$ cat src/rtl/serial_adder_ctrl.sv
// Bit-serial adder sequencer: one full-adder cell reused once per clock, LSB
// first, with a valid/ready handshake on both the operand and result sides.

// Single-bit full adder, the only arithmetic in the block.
module sa_fa_cell (
   input  logic a,
   input  logic b,
   input  logic ci,
   output logic s,
   output logic co
);
   assign s  = a ^ b ^ ci;
   assign co = (a & b) | (ci & (a ^ b));
endmodule

module serial_adder_ctrl #(
   parameter int WIDTH = 8
) (
   input  logic             clk,
   input  logic             rst_n,
   input  logic             start_valid,
   output logic             start_ready,
   input  logic [WIDTH-1:0] op_a,
   input  logic [WIDTH-1:0] op_b,
   input  logic             cin,
   output logic [WIDTH-1:0] sum,
   output logic             cout,
   output logic             done_valid,
   input  logic             done_ready,
   output logic             busy
);
   localparam int CW = $clog2(WIDTH);

   typedef enum logic [1:0] {IDLE, RUN, DONE} state_t;

   state_t           state, state_nxt;
   logic [WIDTH-1:0] a_sh, b_sh, res_sh;
   logic             carry;
   logic [CW-1:0]    cnt;
   logic             fa_s, fa_c;
   logic             accept, last, retire;

   assign start_ready = (state == IDLE);
   assign busy        = (state != IDLE);
   assign accept      = start_valid & start_ready;
   // Final bit of the operation: the cell output this edge is the MSB.
   assign last        = (state == RUN) && (cnt == CW'(WIDTH - 1));
   assign retire      = done_valid & done_ready;

   sa_fa_cell u_fa (
      .a  (a_sh[0]),
      .b  (b_sh[0]),
      .ci (carry),
      .s  (fa_s),
      .co (fa_c)
   );

   // State register.
   always_ff @(posedge clk) begin
      if (!rst_n) state <= IDLE;
      else        state <= state_nxt;
   end

   // Next-state logic; there is no DONE->accept bypass, IDLE must be visited.
   always_comb begin
      state_nxt = state;
      case (state)
         IDLE:    if (accept) state_nxt = RUN;
         RUN:     if (last)   state_nxt = DONE;
         DONE:    if (retire) state_nxt = IDLE;
         default: state_nxt = IDLE;
      endcase
   end

   // Datapath: operand capture, per-bit shift/add, result publish and retire.
   always_ff @(posedge clk) begin
      if (!rst_n) begin
         a_sh       <= '0;
         b_sh       <= '0;
         res_sh     <= '0;
         carry      <= 1'b0;
         cnt        <= '0;
         sum        <= '0;
         cout       <= 1'b0;
         done_valid <= 1'b0;
      end else begin
         case (state)
            IDLE: begin
               if (accept) begin
                  a_sh  <= op_a;
                  b_sh  <= op_b;
                  carry <= cin;
                  cnt   <= '0;
               end
            end
            RUN: begin
               a_sh   <= {1'b0, a_sh[WIDTH-1:1]};
               b_sh   <= {1'b0, b_sh[WIDTH-1:1]};
               res_sh <= {fa_s, res_sh[WIDTH-1:1]};
               carry  <= fa_c;
               if (last) begin
                  // Publish the completed word including this edge's bit.
                  sum        <= {fa_s, res_sh[WIDTH-1:1]};
                  cout       <= fa_c;
                  done_valid <= 1'b1;
               end else begin
                  cnt <= cnt + 1'b1;
               end
            end
            DONE: begin
               if (retire) done_valid <= 1'b0;
            end
            default: ;
         endcase
      end
   end
endmodule
$ cat config.mk
export PLATFORM = sky130hd
export DESIGN_NAME = serial_adder_ctrl
export DESIGN_NICKNAME = d
export VERILOG_FILES = /design/src/rtl/serial_adder_ctrl.sv
export SDC_FILE = /design/constraint.sdc
export NUM_CORES = 1
export LEC_CHECK = 0
export ABC_CLOCK_PERIOD_IN_PS = 1700
export CAP_MARGIN = 20
export CORE_ASPECT_RATIO = 0.8
export CORE_UTILIZATION = 50
export CTS_BUF_LIST = sky130_fd_sc_hd__clkbuf_16
export CTS_CLUSTER_SIZE = 8
export DETAILED_ROUTE_END_ITERATION = 10
export PLACE_DENSITY = 0.77
export SLEW_MARGIN = 5
export SYNTH_ARGS = -nofsm -noshare
export SYNTH_HDL_FRONTEND = slang
export SYNTH_SLANG_ARGS = --single-unit
$ cat constraint.sdc
create_clock -name clk -period 1.7 [get_ports clk]
set_clock_uncertainty 0.05 [all_clocks]
set_input_delay 0.34 -clock clk [delete_from_list [all_inputs] [get_ports clk]]
set_output_delay 0.34 -clock clk [all_outputs]
set_load 0.01 [all_outputs]
==> run_results.csv <==
group,metric,value,unit
outcome,status,"completed",
setup_path,start_kind,"flop",
placement,place_congestion,0.7258,
route,routedWlPerCell,13.00,µm
placement,io_buffers,32,
layout,area_growth,25.18,%
clock_tree,htreeDepth,2,
setup_path,slowest_delay,0.55,ns
die,die_height,55.36,µm
layout,fillerInstances,256,
yosys,synth_area_leaders,"dfxtp_1 (44%), nand2_1 (9.7%), mux2i_1 (9.0%), o211a_1 (8.4%), buf_6 (5.1%)",
sta,period_minus_slack,1.576,ns
setup_path,crit_chain,"clkdlybuf4s50_1",
global_route,grt_overflow,0,
sta,hold_violations,0,
route,vias,1370,
global_route,grt_max_degree,31,
yosys,synth_fp_nets,206,
setup_path,reg2reg_depth,5,
clock_tree,numCtsBuffers,5,
clock_tree,cts.sinks,39,
setup_path,rr_startpoint,"state[0]",
yosys,yosys_warnings,0,
min_path,hold_class,"reg -> reg",
yosys,synth_top_cell_by_area,"dfxtp_1",
die,rows,18,
clock_tree,cts_buffer_depth,2,
setup_path,path_max_fanout,4,
pwr,total_power,0.002107,W
route,via_per_inst,5.373,
setup_path,end_kind,"output pin",
global_route,antenna_found_initial,0,
clock_tree,clockRootBuffer,"clkbuf_16",
sta,tightest_slew,0.3485,ns
sta,tns,0,ns
route,drc_errors,0,
setup_path,reg2reg_slack,0.21,ns
route,postRouteAntennaNets,0,
die,ios,33,
clock_tree,insertion_delay,0.28,ns
setup_path,timing.rr.end,"cnt[0]",
route,dr.pass1.iters,4,
sta,rsz0062_at_grt,"no",
yosys,ys_seq_elements,39,
yosys,ys_seq_area_frac,0.4388,
setup_path,critPathKind,"reg -> out",
yosys,synth_top_area_share,0.4388,
clock_tree,postCtsSetupRepairBufs,0,
setup_path,slowest_stage,"clkdlybuf4s50_1",
layout,drive_above_1_share,0.08372,
route,first_iter_violations,59,
die,die_area,0.003803,mm²
yosys,postSynthAreaPerCell,9.776,µm²
yosys,syn-instance-count,182,
route,finalWirelength,3316,µm
layout,antennaDiodeCount,0,
global_route,grt_pass1_vias,1257,
min_path,hold_start,"sum[0]",
global_route,grt_use_total,0.1864,
yosys,synth.cell_area,0.001779,mm²
pwr,p_leak,0.9822,nW
setup_path,crit_family,"buffers and inverters",
yosys,synth_cell_types,26,
setup_path,cp.arrival,1.19,ns
die,fp.dieW,68.70,µm
setup_path,crit_start,"done_valid",
pwr,ir_worst_vdd,0.0009327,V
sta,slew_violations,0,
sta,clock.fmax,0.6344,GHz
layout,fin_nets,238,
setup_path,critPathBufInv,1,
placement,dp_hpwl,2311,µm
sta,setup_viol,0,
clock_tree,clkSlewWorstSetupHoldPaths,0.05,ns
min_path,min_path_cells,2,
job,drv_cap,0,
die,core_area,0.003243,mm²
min_path,hold_end,"sum[0]",
pwr,powerDensity,945.9,mW/mm²
global_route,grt_pass1_wl,5340,µm
sta,fin_crit_sh,0.9272,
setup_path,required,1.31,ns
clock_tree,cts_tree,"built",
sta,maxSlewHeadroom,0.7677,
die,start_util,0.5486,
-- registers in the layout, indices dropped and copies added, names as in the netlist --
register    flops
a_sh            8
b_sh            8
carry           1
cnt             3
cout            1
done_valid      1
res_sh          7
state           2
sum             8
-- routing by layer --
metal  vias to the layer above  GRT usage  share of wire  routed length (µm)
met5                         -          0              0                   0
met4                         0    0.05248         0.0024                   8
met3                         2    0.07438          0.043                 144
met2                        31     0.2955           0.48                1595
met1                       645     0.2306           0.47                1568
li1                        692          -              -                   -
-- how the worst max path moves through the flow --
stage | endpoint | slack, ns | cells past startpoint
floorplan | cnt[0] | 0.26 | 6
global placement | a_sh[2] | 0.08 | 4
detailed placement | a_sh[2] | 0.01 | 4
CTS | start_ready | 0.02 | 2
global route | done_valid | 0.04 | 1
finish | done_valid | 0.12 | 1
-- stage by stage --
step	setup slack (ns)	cells	hold WS (ns)	utilization	instance area, µm²
2_1_floorplan	0.2645	182	0.3853	-	1779
3_3_place_gp	0.07675	247	0.3927	0.6424	2083
3_5_place_dp	0.009938	247	0.3977	0.6424	2083
4_1_cts	0.02161	255	0.4052	0.6852	2222
5_1_grt	0.04103	255	0.4339	0.6867	2227
6_report	0.1238	255	0.4029	0.6867	2227
-- placed cells by master, fill, tap and decap left out --
master	synthesis	final
ha_1	2	2
nand3_1	9	9
nand3b_2	1	1
fa_1	1	1
nor2b_1	2	2
o21ai_0	5	5
dfxtp_2	0	2
clkdlybuf4s50_1	0	30
inv_1	1	2
a32oi_1	1	1
buf_4	0	6
a21boi_0	9	9
a21oi_1	1	1
and4bb_2	1	1
clkbuf_16	0	5
dlymetal6s2s_1	0	2
and2_1	1	1
nor2b_4	1	1
mux2i_1	16	16
o21ba_4	1	1
o211a_1	15	15
a21boi_1	10	10
nand3b_1	1	1
clkinv_1	0	2
nand2b_1	4	4
nand2_1	46	46
dfxtp_1	39	37
nor2_8	1	1
nor2_1	1	1
-- logic make-up after synthesis --
group / Yosys count / share of synthesized area
AND/OR/NAND/NOR: 68 / 0.1857
flip-flops: 39 / 0.4388
AO/OA/AOI/OAI: 42 / 0.1955
buffers and inverters: 14 / 0.06470
multiplexers: 16 / 0.09001
adder cells (fa/ha/maj): 3 / 0.02531
-- timing repair --
| action | CTS | global route |
|---|---|---|
| setup endpoints to repair | 2 | 2 |
| pin swaps | 0 | 0 |
| hold buffers | 0 | 0 |
| gates resized for setup | 2 | 2 |
-- where the power goes --
| group | total, W | leakage, nW | internal, W | switching [W] |
|---|---|---|---|---|
| Combinational | 0.000259 | 0.592 | 0.000142 | 0.000117 |
| Clock | 0.000857 | 0.0701 | 0.000527 | 0.000330 |
| Sequential | 0.000991 | 0.320 | 0.000962 | 0.0000286 |
| Total | 0.00211 | 0.982 | 0.00163 | 0.000476 |
-- layout make-up --
class	instances	area, µm²	share of cell area
multi-input combinational	129	883.3	0.3966
timing repair buffer	38	370.4	0.1663
clock inverter	3	11.26	0.005056
sequential	39	783.3	0.3517
tap	40	50.05	0.02247
clock buffer	5	125.1	0.05618
inverter	1	3.754	0.001685
-- synth_stat cells --
library cell	n
a21boi_0	9
a21boi_1	10
a21oi_1	1
a32oi_1	1
and2_1	1
and4bb_2	1
buf_2	2
buf_6	8
clkbuf_1	3
dfxtp_1	39
fa_1	1
ha_1	2
inv_1	1
mux2i_1	16
nand2_1	46
nand2b_1	4
nand3_1	9
nand3b_1	1
nand3b_2	1
nor2_1	1
nor2_8	1
nor2b_1	2
nor2b_4	1
o211a_1	15
o21ai_0	5
o21ba_4	1
Note: power is estimated with default switching activity, not from simulation.
